--- config.mk ---
export PLATFORM = sky130hd
export DESIGN_NAME = param_program_sequencer
export DESIGN_NICKNAME = d
export VERILOG_FILES = /design/src/rtl/param_program_sequencer.sv
export SDC_FILE = /design/constraint.sdc
export NUM_CORES = 1
export LEC_CHECK = 0
export ABC_AREA = 1
export BUFFER_PORTS_ARGS = -buffer_cell sky130_fd_sc_hd__buf_2
export CAP_MARGIN = 20
export CORE_MARGIN = 1
export CORE_UTILIZATION = 45
export DETAILED_ROUTE_END_ITERATION = 6
export PLACE_DENSITY = 0.69
export SYNTH_ARGS = -nofsm -noshare
export SYNTH_HDL_FRONTEND = slang
export SYNTH_SLANG_ARGS = --single-unit
--- constraint.sdc ---
create_clock -name clk -period 4.9 [get_ports clk]
set_input_delay 0.98 -clock clk [delete_from_list [all_inputs] [get_ports clk]]
set_output_delay 0.98 -clock clk [all_outputs]
set_load 0.02 [all_outputs]
--- src/rtl/param_program_sequencer.sv ---
// param_program_sequencer
//   Produces the program-memory fetch address every cycle for the micro core
//   family. Supports unconditional/conditional jumps, CALL/RET through a
//   flop-based return stack of STACK_DEPTH entries, a fetch hold and a sticky
//   stack-error flag.
//   Optional debug visibility is enabled by defining SEQ_DEBUG_EN
//   (adds from_PS and last_target outputs).
module param_program_sequencer #(
  parameter int PC_W        = 8,
  parameter int STACK_DEPTH = 4,
  localparam int SP_W       = $clog2(STACK_DEPTH + 1)
) (
  input  logic            clk,
  input  logic            reset,
  input  logic            hold,
  input  logic            jmp,
  input  logic            jmp_nz,
  input  logic            dont_jmp,
  input  logic            call,
  input  logic            ret,
  input  logic [PC_W-1:0] jmp_addr,
  output logic [PC_W-1:0] pm_addr,
  output logic [PC_W-1:0] pc,
  output logic [SP_W-1:0] sp,
  output logic            stack_err
`ifdef SEQ_DEBUG_EN
  ,
  output logic [PC_W-1:0] from_PS,
  output logic [PC_W-1:0] last_target
`endif
);

  logic [PC_W-1:0] pc_r;
  logic [SP_W-1:0] sp_r;
  logic            err_r;
  logic [PC_W-1:0] stack_r [STACK_DEPTH];

  logic [PC_W-1:0] pc_inc_s;
  logic [PC_W-1:0] top_s;
  logic [PC_W-1:0] nxt_s;
  logic            empty_s;
  logic            full_s;
  logic            push_s;
  logic            pop_s;
  logic            err_set_s;

  assign pc_inc_s = pc_r + {{(PC_W-1){1'b0}}, 1'b1};
  assign empty_s  = (sp_r == '0);
  assign full_s   = (sp_r == SP_W'(STACK_DEPTH));

  // Stack top read mux: entry sp-1, zero when the stack is empty.
  always_comb begin
    top_s = '0;
    for (int i = 0; i < STACK_DEPTH; i++) begin
      if (SP_W'(i + 1) == sp_r) begin
        top_s = stack_r[i];
      end else begin
        top_s = top_s;
      end
    end
  end

  // Next-address priority: hold > ret > call > jmp > jmp_nz > increment.
  always_comb begin
    nxt_s     = pc_inc_s;
    push_s    = 1'b0;
    pop_s     = 1'b0;
    err_set_s = 1'b0;
    if (hold) begin
      nxt_s = pc_r;
    end else if (ret) begin
      if (empty_s) begin
        err_set_s = 1'b1;
      end else begin
        nxt_s = top_s;
        pop_s = 1'b1;
      end
    end else if (call) begin
      if (full_s) begin
        err_set_s = 1'b1;
      end else begin
        nxt_s  = jmp_addr;
        push_s = 1'b1;
      end
    end else if (jmp || (jmp_nz && !dont_jmp)) begin
      nxt_s = jmp_addr;
    end else begin
      nxt_s = pc_inc_s;
    end
  end

  // Fetch address is held at zero while reset is asserted.
  assign pm_addr   = reset ? nxt_s : '0;
  assign pc        = pc_r;
  assign sp        = sp_r;
  assign stack_err = err_r;

  // PC, stack pointer, sticky error and return-stack storage.
  always_ff @(posedge clk or negedge reset) begin
    if (!reset) begin
      pc_r  <= '0;
      sp_r  <= '0;
      err_r <= 1'b0;
      for (int i = 0; i < STACK_DEPTH; i++) begin
        stack_r[i] <= '0;
      end
    end else begin
      pc_r <= nxt_s;
      if (push_s) begin
        sp_r <= sp_r + SP_W'(1);
      end else if (pop_s) begin
        sp_r <= sp_r - SP_W'(1);
      end else begin
        sp_r <= sp_r;
      end
      if (err_set_s) begin
        err_r <= 1'b1;
      end else begin
        err_r <= err_r;
      end
      for (int i = 0; i < STACK_DEPTH; i++) begin
        if (push_s && (SP_W'(i) == sp_r)) begin
          stack_r[i] <= pc_inc_s;
        end else begin
          stack_r[i] <= stack_r[i];
        end
      end
    end
  end

`ifdef SEQ_DEBUG_EN
  logic            taken_s;
  logic [PC_W-1:0] last_target_r;

  // A flow change is taken only when it actually redirects the fetch.
  always_comb begin
    taken_s = 1'b0;
    if (hold) begin
      taken_s = 1'b0;
    end else if (ret) begin
      taken_s = !empty_s;
    end else if (call) begin
      taken_s = !full_s;
    end else begin
      taken_s = jmp || (jmp_nz && !dont_jmp);
    end
  end

  // Capture the destination of every taken jump, call or return.
  always_ff @(posedge clk or negedge reset) begin
    if (!reset) begin
      last_target_r <= '0;
    end else if (taken_s) begin
      last_target_r <= nxt_s;
    end else begin
      last_target_r <= last_target_r;
    end
  end

  assign from_PS     = top_s;
  assign last_target = last_target_r;
`endif

endmodule

Word-level counts from Yosys, hierarchy flattened
Index checks and enable logic that the tools add are counted.
W data, S select, Z words.
{"block": "classes", "bitwise_logic": 0, "order_cmp": 0, "shifts": 0, "n_eq_ne": 5, "n_addsub": 3, "muxes": 25, "n_mul": 0, "reduce_logical": 9, "div": 0}
{"operator": "$mux W8", "count": 11}
{"operator": "$mux W1", "count": 12}
{"operator": "$add A8 B1 Y8 const B", "count": 1}
{"operator": "$eq A2 B3 Y1 const A", "count": 2}
{"operator": "$mux W3", "count": 2}
{"operator": "$logic_and A1 B1 Y1", "count": 5}
{"operator": "$add A3 B1 Y3 const B", "count": 1}
{"operator": "$eq A1 B3 Y1 const A", "count": 1}
{"operator": "$eq A3 B3 Y1 const A", "count": 1}
{"operator": "$eq A3 B3 Y1 const B", "count": 1}
{"operator": "$logic_not A3 Y1", "count": 1}
{"operator": "$sub A3 B1 Y3 const B", "count": 1}
{"operator": "$reduce_bool A2 Y1", "count": 1}
{"operator": "$logic_not A1 Y1", "count": 1}
{"operator": "$logic_or A1 B1 Y1", "count": 1}
{"block": "word_totals", "regBits": 44, "n_memories": 0, "romBits": 0, "word_cells": 49, "ram_bits": 0, "out_inout_bits": 20, "latch_bits": 0}

Longest topological paths before layout
Gate-level depths: netlist of the first run.
{"block": "logic_depth", "word_depth": 9, "mapped_depth": 13, "ltp_nobuf": 12}

Worst setup path before layout of the first run
OpenSTA, ideal clock, no wires.
{"block": "synth_path", "path_type": "in2out", "from": "input hold", "to": "output pm_addr[7]", "arrival_ns": 1.936, "cell_stages": 7, "slack_ns": 1.984, "path_cell_list": "buf_2 -> clkinv_1 -> nand2_1 -> inv_1 -> nand3_1 -> nand2_1 -> nor2_1"}
{"block": "synth_between", "elab_chain_len": 2}
{"element": "start, declared", "line": "15", "source": "input logic hold,"}
{"element": "$mux W8", "line": "69", "source": "if (hold) begin"}
{"element": "$mux W8", "line": "93", "source": "assign pm_addr = reset ? nxt_s : '0;"}
{"element": "end, declared", "line": "22", "source": "output logic [PC_W-1:0] pm_addr,"}
No other way between the ends.

Worst setup path after layout of the first run
{"block": "layout_path", "from": "register sp_r[2], in the netlist sp[2]", "to": "output pm_addr[2]"}
{"block": "layout_between", "elab_chain_len": 9}
{"element": "start, declared", "line": "34", "source": "logic [SP_W-1:0] sp_r;"}
{"element": "start signal, assigned", "line": "110", "source": "sp_r <= sp_r + SP_W'(1);"}
{"element": "start signal, assigned", "line": "112", "source": "sp_r <= sp_r - SP_W'(1);"}
{"element": "start signal, assigned", "line": "114", "source": "sp_r <= sp_r;"}
{"element": "$eq A1 B3 Y1", "line": "55", "source": "if (SP_W'(i + 1) == sp_r) begin"}
{"element": "$mux W8 (4 in a row)", "line": "55"}
{"element": "$mux W8", "line": "72", "source": "if (empty_s) begin"}
{"element": "$mux W8 *", "line": "71", "source": "end else if (ret) begin"}
{"element": "$mux W8 *", "line": "69"}
{"element": "$mux W8 *", "line": "93"}
Every way passes the cells marked *; elsewhere a longest branch is shown, timed or not.

==> metrics.sh, run 1 <==
FINAL_CELL_MIX='nand2_1, inv_1, dfrtp_1, buf_2, nor2_1'
BUFFER_PORTS.INSERTED=35
DIEAREA_UM2=6297
CELL_INTERNAL_PWR_uW=881.5
NUMBER_OF_NON_FILLER_INSTANCES_IN_THE_COMPLETED_LAYOUT=499
HOLD_VIOL_FINAL=0
CTS.REPAIR_TIMING.SETUP_BUFFER_COUNT=0
LAYOUT.CELLS.MOST_COMMON='nand2_1'
POST_CTS.RESIZED_INSTANCES=0
CORE_REGION_AREA_UM2=5642
YS_SEQ_ELEMENTS=44
TIMING.CRITICAL_PATH.SLOWEST_CELL_DELAY_NS=0.58
CRITICAL_PATH_CLASS='flip-flop to output port'
N_ANTENNA_CELL=0
FIRST_PASS_GRT_WIRE_LENGTH_UM=11450
POWER.NET_SWITCHING_uW=796.5
SYNTH_AREA_UM2=2693
FINAL_MIN_PERIOD_OVER_CLOCK_PERIOD=0.6948
SYNTH_TOP_AREA_FRAC=0.4089
HPWLAFTERDP_UM=5066
CTS_BUFFERS=5
NUMCLOCKSINKS=44
VIAS=2467
IOPINCOUNT=36
FLOW.AREA_GROWTH_FROM_SYNTHESIS_PCT=11.01
CRITICAL-PATH-SLOWEST-CELL='dfrtp_1'
GRT_START_MAX_NET_PINS=45
SYN_AVG_CELL_AREA_UM2=6.886
FINAL_CORE_UTIL=0.5298
SKEW_NS=0.01129
POWER.STATIC_LEAKAGE_nW=1.700
POWER.IR.VDD_WORST_mV=0.1915
TIMING.FINAL.MAX_SLEW_VIOLATIONS=0
TIMING.FINAL.CRIT_PERIOD_NS=3.404
CLK-INSERTION-DELAY-LATE_NS=0.31
FLOORPLAN.INITIALDENSITY=0.4773
FIRST_PASS_DETAILED_ROUTE_ITERATION_TOTAL=5
TIMING.MAX_CAP.VIOLATIONS=0
GRT.TOTAL_USAGE=0.2399
DETAILED_PLACE.AREA_UM2=2912
CTS_HOLD_BUF=0
POWER_FRAC_SEQ=0.388
YS_WARNS=0
CRITPATHARRIVALTIME_NS=2.42
SWITCHING_SHARE=0.4747
WORSTSETUPENDPOINTTYPE='output port'
GRT_OVERFLOW_TOTAL=0
DRC=0
FILLERS=576
CTS.HTREE.LEVELS=2
REG_TO_REG_STARTPOINT='sp[0]'
MULTI_INPUT_COMB_AREA_UM2=1290
SYNTH.NET_COUNT=414
WORST-PATH-MAX-FANOUT=12
DRT-VIAS-PER-INSTANCE=4.944
ROUTABILITYCONGESTION=0.9052
POSTLAYOUTCELLAREA_UM2=2989
TOTAL_NETS_FINAL=450
HIGHEST_ACHIEVABLE_CLOCK_RATE_MHz=293.7
LAYOUT.AREA.SEQ_UM2=1101
POWER_FRAC_CLOCK=0.133
WL_PER_CELL_UM=13.67
YOSYSUNIQUECELLTYPES=25
STARTPOINT_TYPE='flip-flop'
GRT_ANTENNA_BEFORE_REPAIR=0
HOLD_PATH_CLASS='flip-flop to flip-flop'
CRIT_FAMILY='buffers and inverters'
TIGHTEST_SLEW_NS=0.5726
CTS_ROOT_BUFFER='clkbuf_8'
POST_PLACE_CELLS=492
YOSYS.AREA.TOP_TYPE='dfrtp_1'
POWER.DENSITY_nW_PER_UM2=561.4
CRIT_REQUIRED_NS=3.92
CRITPATHBUFINV=4
MIN-DELAY-START='stack_r[17]'
CRITPATHLAUNCH='sp[2]'
DIE_WIDTH_UM=79.36
SETUP_VIOL=0
TRITONCTS='yes'
DETAIL_ROUTE.WIRELENGTH_UM=6822
DETAILEDROUTE.FIRSTITERATIONVIOLATIONS=170
CP_COMMON_CELL='nand2_1'
RELSLEWSLACK=0.6172
CTS.REPORTEDPATHS.CLKPINSLEW_NS=0.09
STANDARD_CELL_ROWS=27
GRT_SETUP_UNREPAIRED='no'
CRITICAL_PATH.CELL_CHAIN='inv_2 -> ha_1 -> inv_1 -> o21ai_0 -> inv_1 -> nand2_1 -> nand2_1 -> nand2_1 -> nand2_1 -> a21oi_1 -> buf_2'
LAYOUT-DRIVE-GT1-SHARE=0.1522
MAX-CLOCK-PATH-BUFFERS=2
SYNTH_AREA_LEADERS='dfrtp_1, nand2_1, inv_1'
SYNTH_SEQ_AREA_SHARE=0.4089
RUN_STATUS='finished clean'
ANTENNA_LEFT=0
SYN_INST=391
COMB_POWER_FRAC=0.479
GRT_PASS1_VIAS=2345
TOTALNEGATIVESETUPSLACK_NS=0
DIE_H_UM=79.36
tightest hold or removal path, cell delays in order, from the launching register on:
cell	delay, ns
dfrtp_1	0.36
nand2_1	0.05
o21ai_0	0.05
layer usage:
layer  wire [um]  vias to the layer above  part of all wire  track usage
li1            -                     1258                 -            -
met1        3254                     1130              0.48       0.3321
met2        3141                       71              0.46       0.3767
met3         354                        8             0.052      0.04943
met4          72                        0             0.011      0.06909
met5           0                        -                 0            0
metrics by stage:
step           hold WS [ns]  power, mW  setup slack (ns)
2_1_floorplan        0.4530      1.222             1.984
3_3_place_gp         0.4664      1.439             1.760
3_5_place_dp         0.4735      1.456             1.736
4_1_cts              0.4933      1.680             1.500
5_1_grt              0.5076      1.830             1.268
6_report             0.4929      1.678             1.496
cell type report:
cell class	count	area share
clock buffer	6	0.02428
clock inverter	1	0.001674
inverter	66	0.08288
multi-input combinational	274	0.4316
sequential	44	0.3684
tap	72	0.03014
timing repair buffer	36	0.06111
flip-flops by register name, indices dropped and copies added, names as in the netlist:
register	count
stack_err	1
sp	3
pc	8
stack_r	32
Yosys cell counts (all sizes together):
| cell | instances |
|---|---|
| o22ai | 1 |
| a21oi | 10 |
| nor2 | 42 |
| dfrtp | 44 |
| xor2 | 1 |
| or2 | 1 |
| clkinv | 1 |
| inv | 65 |
| ha | 7 |
| xnor2 | 2 |
| buf | 7 |
| nand4 | 3 |
| o21ai | 42 |
| nand3 | 13 |
| a31oi | 2 |
| a31o | 1 |
| nand2 | 149 |
power groups by stage:
stage | clock, mW | combinational, mW | sequential (mW)
3_5_place_dp | 0 | 0.802 | 0.654
3_3_place_gp | 0 | 0.791 | 0.648
4_1_cts | 0.226 | 0.806 | 0.648
2_1_floorplan | 0 | 0.562 | 0.660
6_report | 0.224 | 0.803 | 0.651
5_1_grt | 0.238 | 0.924 | 0.669
final timing paths:
kind	endpoint	depth (start not counted)	slack, ns
max	pm_addr[2]	11	1.50
min	stack_r[17]	2	0.49
max reg2reg	stack_r[24]	10	2.85
min reg2reg	stack_r[17]	2	0.49
max in group asynchronous	stack_r[24]	2	3.71
min in group asynchronous	stack_r[12]	2	0.80
cell families after synthesis:
| family | count (synthesis) | share of synthesized area |
|---|---|---|
| compound gates | 56 | 0.1083 |
| xor+xnor | 3 | 0.009760 |
| fa+ha+maj | 7 | 0.03253 |
| buf+inv | 73 | 0.1120 |
| flops | 44 | 0.4089 |
| simple gates | 208 | 0.3285 |
Note: power is estimated with default switching activity, not from simulation.
==> inputs of run 2 (changes only) <==
--- a/config.mk
+++ b/config.mk
@@ -11,7 +11,7 @@
 export CORE_MARGIN = 1
 export CORE_UTILIZATION = 45
 export DETAILED_ROUTE_END_ITERATION = 6
-export PLACE_DENSITY = 0.69
+export PLACE_DENSITY = 0.71
 export SYNTH_ARGS = -nofsm -noshare
 export SYNTH_HDL_FRONTEND = slang
 export SYNTH_SLANG_ARGS = --single-unit
==> constraint.sdc (replaced) <==
create_clock -name clk -period 3.08 [get_ports clk]
set_input_delay 0.616 -clock clk [delete_from_list [all_inputs] [get_ports clk]]
set_output_delay 0.616 -clock clk [all_outputs]
set_load 0.02 [all_outputs]
==> metrics.sh, run 2 (synthesis gave the netlist of run 1 again) <==
RUN_STATUS='finished clean'
MULTI_INPUT_COMB_AREA_UM2=1297  # +0.58%
COMB_POWER_FRAC=0.483  # +0.004
R2R.WORST_PATH.CELLS=9  # -1
POWER.IR.VDD_WORST_mV=0.4003  # +110%
POWER.DENSITY_nW_PER_UM2=912.8  # +63%
CTS.REPORTEDPATHS.CLKPINSLEW_NS=0.09  # about the same
HIGHEST_ACHIEVABLE_CLOCK_RATE_MHz=344.7
GRT.TOTAL_USAGE=0.2357  # -0.004150
BUFFER_PORTS.INSERTED=35  # unchanged
MAX-CLOCK-PATH-BUFFERS=2  # unchanged
POWER_FRAC_CLOCK=0.145  # +0.012
IOPINCOUNT=36  # unchanged
DETAILEDROUTE.FIRSTITERATIONVIOLATIONS=166  # -2.4%
GRT_START_MAX_NET_PINS=45  # unchanged
CRITICAL_PATH_CLASS='flip-flop to output port'
STANDARD_CELL_ROWS=27  # unchanged
CTS_BUFFERS=5  # unchanged
HOLD_SLACK_NS=0.4149  # -0.07790 ns
DRC=0  # unchanged
STARTPOINT_TYPE='flip-flop'
FIRST_PASS_GRT_WIRE_LENGTH_UM=11200  # -2.2%
CRITPATHBUFINV=4  # unchanged
TIGHTEST_SLEW_NS=0.5675  # -0.005067 ns
REG_TO_REG_STARTPOINT='sp[0]'
N_ANTENNA_CELL=0  # unchanged
LAYOUT.AREA.SEQ_UM2=1102  # +0.11%
TOP_REGISTER='stack_r'
LAYOUT-DRIVE-GT1-SHARE=0.1740  # +0.02179
DIE_H_UM=79.36  # unchanged
CRIT_REQUIRED_NS=2.46  # -1.46 ns
CELL_INTERNAL_PWR_mW=1.469  # +67%
CRIT_FAMILY='buffers and inverters'
SWITCHING_SHARE=0.4714  # -0.003243
CTS_ROOT_BUFFER='clkbuf_8'
TIMING.FINAL.CRIT_PERIOD_NS=2.901
DRT-VIAS-PER-INSTANCE=4.960  # +0.33%
FINAL_CELL_MIX='nand2_1, inv_1, dfrtp_1, buf_2, nor2_1'
HPWLAFTERDP_UM=5170  # +2.1%
POWER.TOTAL_mW=2.779  # +66%
VIAS=2495  # +1.1%
DIE_WIDTH_UM=79.36  # unchanged
HOLD_PATH_CLASS='input pin to asynchronous set/reset pin'
RELSLEWSLACK=0.6217  # +0.004447
CLK-INSERTION-DELAY-LATE_NS=0.31  # about the same
DIEAREA_UM2=6297  # unchanged
TOTAL_NETS_FINAL=453  # +0.67%
LAYOUT.CELLS.MOST_COMMON='nand2_1'
TIMING.FINAL.MAX_SLEW_VIOLATIONS=0  # unchanged
FILLERS=555  # -3.6%
TRITONCTS='yes'
SETUP_VIOL=0  # unchanged
ROUTABILITYCONGESTION=0.9068  # +0.18%
GRT_OVERFLOW_TOTAL=0  # unchanged
CTS_HOLD_BUF=0  # unchanged
CRITPATHARRIVALTIME_NS=2.29  # -0.13 ns
POWER.NET_SWITCHING_mW=1.310  # +64%
CORE_REGION_AREA_UM2=5642  # unchanged
NUMCLOCKSINKS=44  # unchanged
TIMING.CRITICAL_PATH.SLOWEST_CELL_DELAY_NS=0.50  # -0.08 ns
GRT_ANTENNA_BEFORE_REPAIR=0  # unchanged
SLACK_OF_THE_WORST_REG_TO_REG_PATH_NS=1.11  # -1.74 ns
FLOW.AREA_GROWTH_FROM_SYNTHESIS_PCT=13.06
CRITICAL_PATH.REG2REG.ENDPOINT='stack_r[31]'
GRT_SETUP_UNREPAIRED='no'
FIRST_PASS_DETAILED_ROUTE_ITERATION_TOTAL=4  # -1
SKEW_NS=0.007850  # -0.003440 ns
CRITICAL-PATH-SLOWEST-CELL='dfrtp_2'
FLOORPLAN.INITIALDENSITY=0.4773  # unchanged
ANTENNA_LEFT=0  # unchanged
FINAL_MIN_PERIOD_OVER_CLOCK_PERIOD=0.9420
CTS.HTREE.LEVELS=2  # unchanged
CP_COMMON_CELL='nand2_1'
LARGEST_REG_FLOPS=32  # unchanged
WORSTSETUPENDPOINTTYPE='output port'
HOLD_VIOL_FINAL=0  # unchanged
DETAIL_ROUTE.WIRELENGTH_UM=6822  # unchanged
WL_PER_CELL_UM=13.56  # -0.80%
POWER.STATIC_LEAKAGE_nW=1.708  # +0.43%
POWER_FRAC_SEQ=0.372  # -0.016
TOTALNEGATIVESETUPSLACK_NS=0  # unchanged
GRT_PASS1_VIAS=2315  # -1.3%
CRITICAL_PATH.CELL_CHAIN='inv_2 -> ha_2 -> clkinvlp_4 -> o21ai_0 -> inv_1 -> nand2_1 -> nand2_1 -> nand2_1 -> nand2_1 -> a21oi_1 -> buf_2'
TIMING.MAX_CAP.VIOLATIONS=0  # unchanged
WORST-PATH-MAX-FANOUT=10  # -2
==> run 2: worst max path at each step <==
stage / cells past startpoint / end / start / slack, ns
3_3_place_gp: 11 / pm_addr[2] / sp[2] / 0.41
2_1_floorplan: 12 / pm_addr[6] / sp[0] / 0.56
5_1_grt: 11 / pm_addr[7] / sp[0] / 0.01
4_1_cts: 11 / pm_addr[2] / sp[2] / 0.03
3_5_place_dp: 11 / pm_addr[2] / sp[2] / 0.38
6_report: 11 / pm_addr[2] / sp[2] / 0.18
==> run 2: power groups by stage <==
stage               combinational [mW]  sequential [mW]  clock (mW)
floorplan                        0.895             1.05           0
global route                      1.52             1.07       0.431
detailed placement                1.29             1.04           0
CTS                               1.29             1.03       0.406
finish                            1.34             1.03       0.402
global placement                  1.26             1.03           0
==> run 2: repair_timing <==
action	in CTS	in global routing
hold endpoints to repair	0	0
setup buffers	0	3
resized for setup	0	5
setup endpoints to repair	0	8
==> run 2: area by class of cell <==
type / instances / share of cell area
inverters: 66 / 0.08261
multi-input cells: 274 / 0.4262
clock buffers: 6 / 0.02713
well taps: 72 / 0.02959
clock inverters: 2 / 0.004932
repair buffers: 39 / 0.06741
flip-flops and latches: 44 / 0.3621
==> run 2: per-layer routing <==
metal / wire [um] / vias up / GRT usage
met2: 3123 / 62 / 0.3681
met1: 3228 / 1152 / 0.3302
li1: - / 1272 / -
met3: 385 / 9 / 0.04828
met4: 84 / 0 / 0.06182
met5: 0 / - / 0
==> run 2: per-stage QoR <==
stage / instance area, um2 / worst slack, ns / utilization / instances
after detailed placement: 2912 / 0.3799 / 0.5161 / 492
after global routing: 3044 / 0.01466 / 0.5396 / 503
after global placement: 2912 / 0.4138 / 0.5161 / 492
after floorplan: 2693 / 0.5620 / - / 391
after CTS: 3009 / 0.03133 / 0.5334 / 500
final: 3044 / 0.1787 / 0.5396 / 503
==> run 2: worst reg2reg max path: stages (launching register included) <==
cell,delay (ns)
dfrtp_1,0.43
inv_1,0.12
ha_2,0.26
nand2_2,0.24
inv_2,0.11
nor2_4,0.11
nand2_4,0.11
nor2_4,0.21
inv_2,0.11
o21ai_0,0.19
==> inputs of run 3 (changes only) <==
--- a/config.mk
+++ b/config.mk
@@ -11,6 +11,7 @@
 export CORE_MARGIN = 1
 export CORE_UTILIZATION = 45
 export DETAILED_ROUTE_END_ITERATION = 6
+export MAX_ROUTING_LAYER = met4
 export PLACE_DENSITY = 0.71
 export SYNTH_ARGS = -nofsm -noshare
 export SYNTH_HDL_FRONTEND = slang
==> metrics.sh, run 3 (synthesis gave the netlist of run 1 again) <==
FLOW.AREA_GROWTH_FROM_SYNTHESIS_PCT=13.20
R2R.WORST_PATH.CELLS=10  # +1
WL_PER_CELL_UM=13.26  # -2.2%
CRITPATHLAUNCH='sp[1]'
NUMCLOCKSINKS=44  # unchanged
GROUTE.LAYER.MET1.USAGE=0.3343  # +0.004091
BUFFER_PORTS.INSERTED=35  # unchanged
POWER.IR.VDD_WORST_mV=0.3702  # -7.5%
DIE_WIDTH_UM=79.36  # unchanged
CRITICAL_PATH_CLASS='flip-flop to output port'
FINAL_MIN_PERIOD_OVER_CLOCK_PERIOD=0.9300  # -0.01194
DRC=0  # unchanged
FLOORPLAN.INITIALDENSITY=0.4773  # unchanged
TOP_REGISTER='stack_r'
POWER_FRAC_CLOCK=0.138  # -0.007
SWITCHING_SHARE=0.4645  # -0.006862
TIMING.FINAL.CRIT_PERIOD_NS=2.865  # -0.03678 ns
RELSLEWSLACK=0.6190  # -0.002654
DETAILEDROUTE.FIRSTITERATIONVIOLATIONS=175  # +5.4%
GRT.TOTAL_USAGE=0.2432  # +0.007531
MULTI_INPUT_COMB_AREA_UM2=1303  # +0.39%
HIGHEST_ACHIEVABLE_CLOCK_RATE_MHz=349.1  # +1.3%
LAYOUT-DRIVE-GT1-SHARE=0.1717  # -0.002320
GRT_START_MAX_NET_PINS=45  # unchanged
CRITICAL_PATH.CELL_CHAIN='inv_1 -> ha_1 -> nand3_1 -> nand2_1 -> nor2_1 -> nor2_1 -> nand2_1 -> nand3_1 -> nand2_1 -> nor2_1 -> buf_2'
DIE_H_UM=79.36  # unchanged
TIGHTEST_SLEW_NS=0.5715  # +0.003982 ns
CP.DEPTH=11  # unchanged
LAYOUT.CELLS.MOST_COMMON='nand2_1'
GRT_OVERFLOW_TOTAL=0  # unchanged
LARGEST_REG_FLOPS=32  # unchanged
CRIT_FAMILY='simple AND/OR/NAND/NOR gates'
FIRST_PASS_GRT_WIRE_LENGTH_UM=11240  # +0.38%
STARTPOINT_TYPE='flip-flop'
TIMING.MAX_CAP.VIOLATIONS=0  # unchanged
CRIT_REQUIRED_NS=2.46  # about the same
GRT_ANTENNA_BEFORE_REPAIR=0  # unchanged
CLK-INSERTION-DELAY-LATE_NS=0.30  # about the same
COMB_POWER_FRAC=0.488  # +0.005
FINAL_CELL_MIX='nand2_1, inv_1, dfrtp_1, buf_2, nor2_1'
DRT-VIAS-PER-INSTANCE=4.903  # -1.2%
DETAIL_ROUTE.WIRELENGTH_UM=6672  # -2.2%
POWER.DENSITY_nW_PER_UM2=906.0  # -0.75%
CTS.HTREE.LEVELS=2  # unchanged
CORE_REGION_AREA_UM2=5642  # unchanged
MAX-CLOCK-PATH-BUFFERS=2  # unchanged
WORST_SETUP_PATH_ENDPOINT='pm_addr[7]'
POWER.TOTAL_mW=2.761  # -0.63%
SKEW_NS=0.01094  # +0.003092 ns
TRITONCTS='yes'
TOTALNEGATIVESETUPSLACK_NS=0  # unchanged
TIMING.CRITICAL_PATH.SLOWEST_CELL_DELAY_NS=0.45  # -0.05 ns
CRITPATHBUFINV=2  # -2
CRITICAL-PATH-SLOWEST-CELL='dfrtp_2'
BUSIEST_LAYER='met2'
SLACK_OF_THE_WORST_REG_TO_REG_PATH_NS=1.11  # about the same
WORST-PATH-MAX-FANOUT=5  # -5
TOTAL_NETS_FINAL=453  # unchanged
CRITICAL_PATH.REG2REG.ENDPOINT='stack_r[24]'
POWER_FRAC_SEQ=0.374  # +0.002
FIRST_PASS_DETAILED_ROUTE_ITERATION_TOTAL=4  # unchanged
HOLD_VIOL_FINAL=0  # unchanged
CELL_INTERNAL_PWR_mW=1.479  # +0.66%
N_ANTENNA_CELL=0  # unchanged
CTS_ROOT_BUFFER='clkbuf_8'
REG_TO_REG_STARTPOINT='sp[0]'
GRT_USE_MET3=0.04253  # -0.005747
ROUTABILITYCONGESTION=0.9075  # about the same
RUN_STATUS='finished clean'
CTS.REPORTEDPATHS.CLKPINSLEW_NS=0.09  # about the same
SETUP_VIOL=0  # unchanged
DIEAREA_UM2=6297  # unchanged
HOLD_PATH_CLASS='input pin to asynchronous set/reset pin'
IOPINCOUNT=36  # unchanged
CRITPATHARRIVALTIME_NS=2.25  # -0.04 ns
POWER.STATIC_LEAKAGE_nW=1.712  # +0.24%
HPWLAFTERDP_UM=5069  # -2.0%
CTS_BUFFERS=5  # unchanged
FILLERS=560  # +0.90%
GRT_PASS1_VIAS=2322  # +0.30%
GROUTE.LAYER.MET2.USAGE=0.3690  # +0.0008621
ANTENNA_LEFT=0  # unchanged
VIAS=2466  # -1.2%
POWER.NET_SWITCHING_mW=1.283  # -2.1%
WORSTSETUPENDPOINTTYPE='output port'
STANDARD_CELL_ROWS=27  # unchanged
TIMING.FINAL.MAX_SLEW_VIOLATIONS=0  # unchanged
LAYOUT.AREA.SEQ_UM2=1105  # +0.23%
==> run 3: changes by cell type in the layout (fill, tap and decap cells not counted) <==
cell | previous run | this run
dfrtp_1 | 43 | 41
ha_2 | 3 | 0
dfrtp_2 | 1 | 3
ha_4 | 0 | 1
clkbuf_1 | 0 | 1
ha_1 | 4 | 6
clkinvlp_4 | 3 | 2
==> run 3: how the worst min path moves through the flow <==
stage	startpoint	endpoint	cells after the start
2_1_floorplan	reset	pc[0]	0
3_3_place_gp	stack_r[19]	stack_r[19]	2
3_5_place_dp	stack_r[30]	stack_r[30]	2
4_1_cts	reset	stack_r[28]	2
5_1_grt	reset	sp[2]	2
6_report	reset	stack_r[26]	2
==> run 3: area by class of cell <==
type / instances / share of cell area
clock buffer: 7 / 0.02833
clock inverter: 1 / 0.002463
inverter: 66 / 0.08251
multi-input combinational: 274 / 0.4273
sequential: 44 / 0.3625
tap: 72 / 0.02956
timing repair buffer: 39 / 0.06732
==> run 3: per-stage QoR <==
stage          utilization  instances  worst slack, ns  cell area, um2  hold slack [ns]
2_1_floorplan            -        391           0.5620            2693           0.3204
3_3_place_gp        0.5161        492           0.3564            2912           0.4677
3_5_place_dp        0.5161        492           0.3794            2912           0.4747
4_1_cts             0.5327        500          0.02443            3005           0.4513
5_1_grt             0.5403        503       -0.0009202            3048           0.4461
6_report            0.5403        503           0.2155            3048           0.4155
==> run 3: timing repair <==
item | 4_1_cts | 5_1_grt
buffers inserted | 0 | 3
hold endpoints to repair | 0 | 0
gates resized for setup | 0 | 6
endpoints found under the setup margin | 0 | 8
hold buffers | 0 | 0
==> run 3: per-layer routing <==
| layer | up-vias | share of wire |
|---|---|---|
| met5 | - | 0 |
| met4 | 0 | 0.010 |
| met3 | 7 | 0.053 |
| met2 | 58 | 0.46 |
| met1 | 1125 | 0.48 |
| li1 | 1276 | - |
==> run 3: power by group through the flow <==
stage	registers, mW	clock network (mW)	logic [mW]
after floorplan	1.05	0	0.895
after global placement	1.03	0	1.26
after detailed placement	1.04	0	1.28
after CTS	1.03	0.390	1.28
after global routing	1.07	0.420	1.53
final	1.03	0.382	1.35
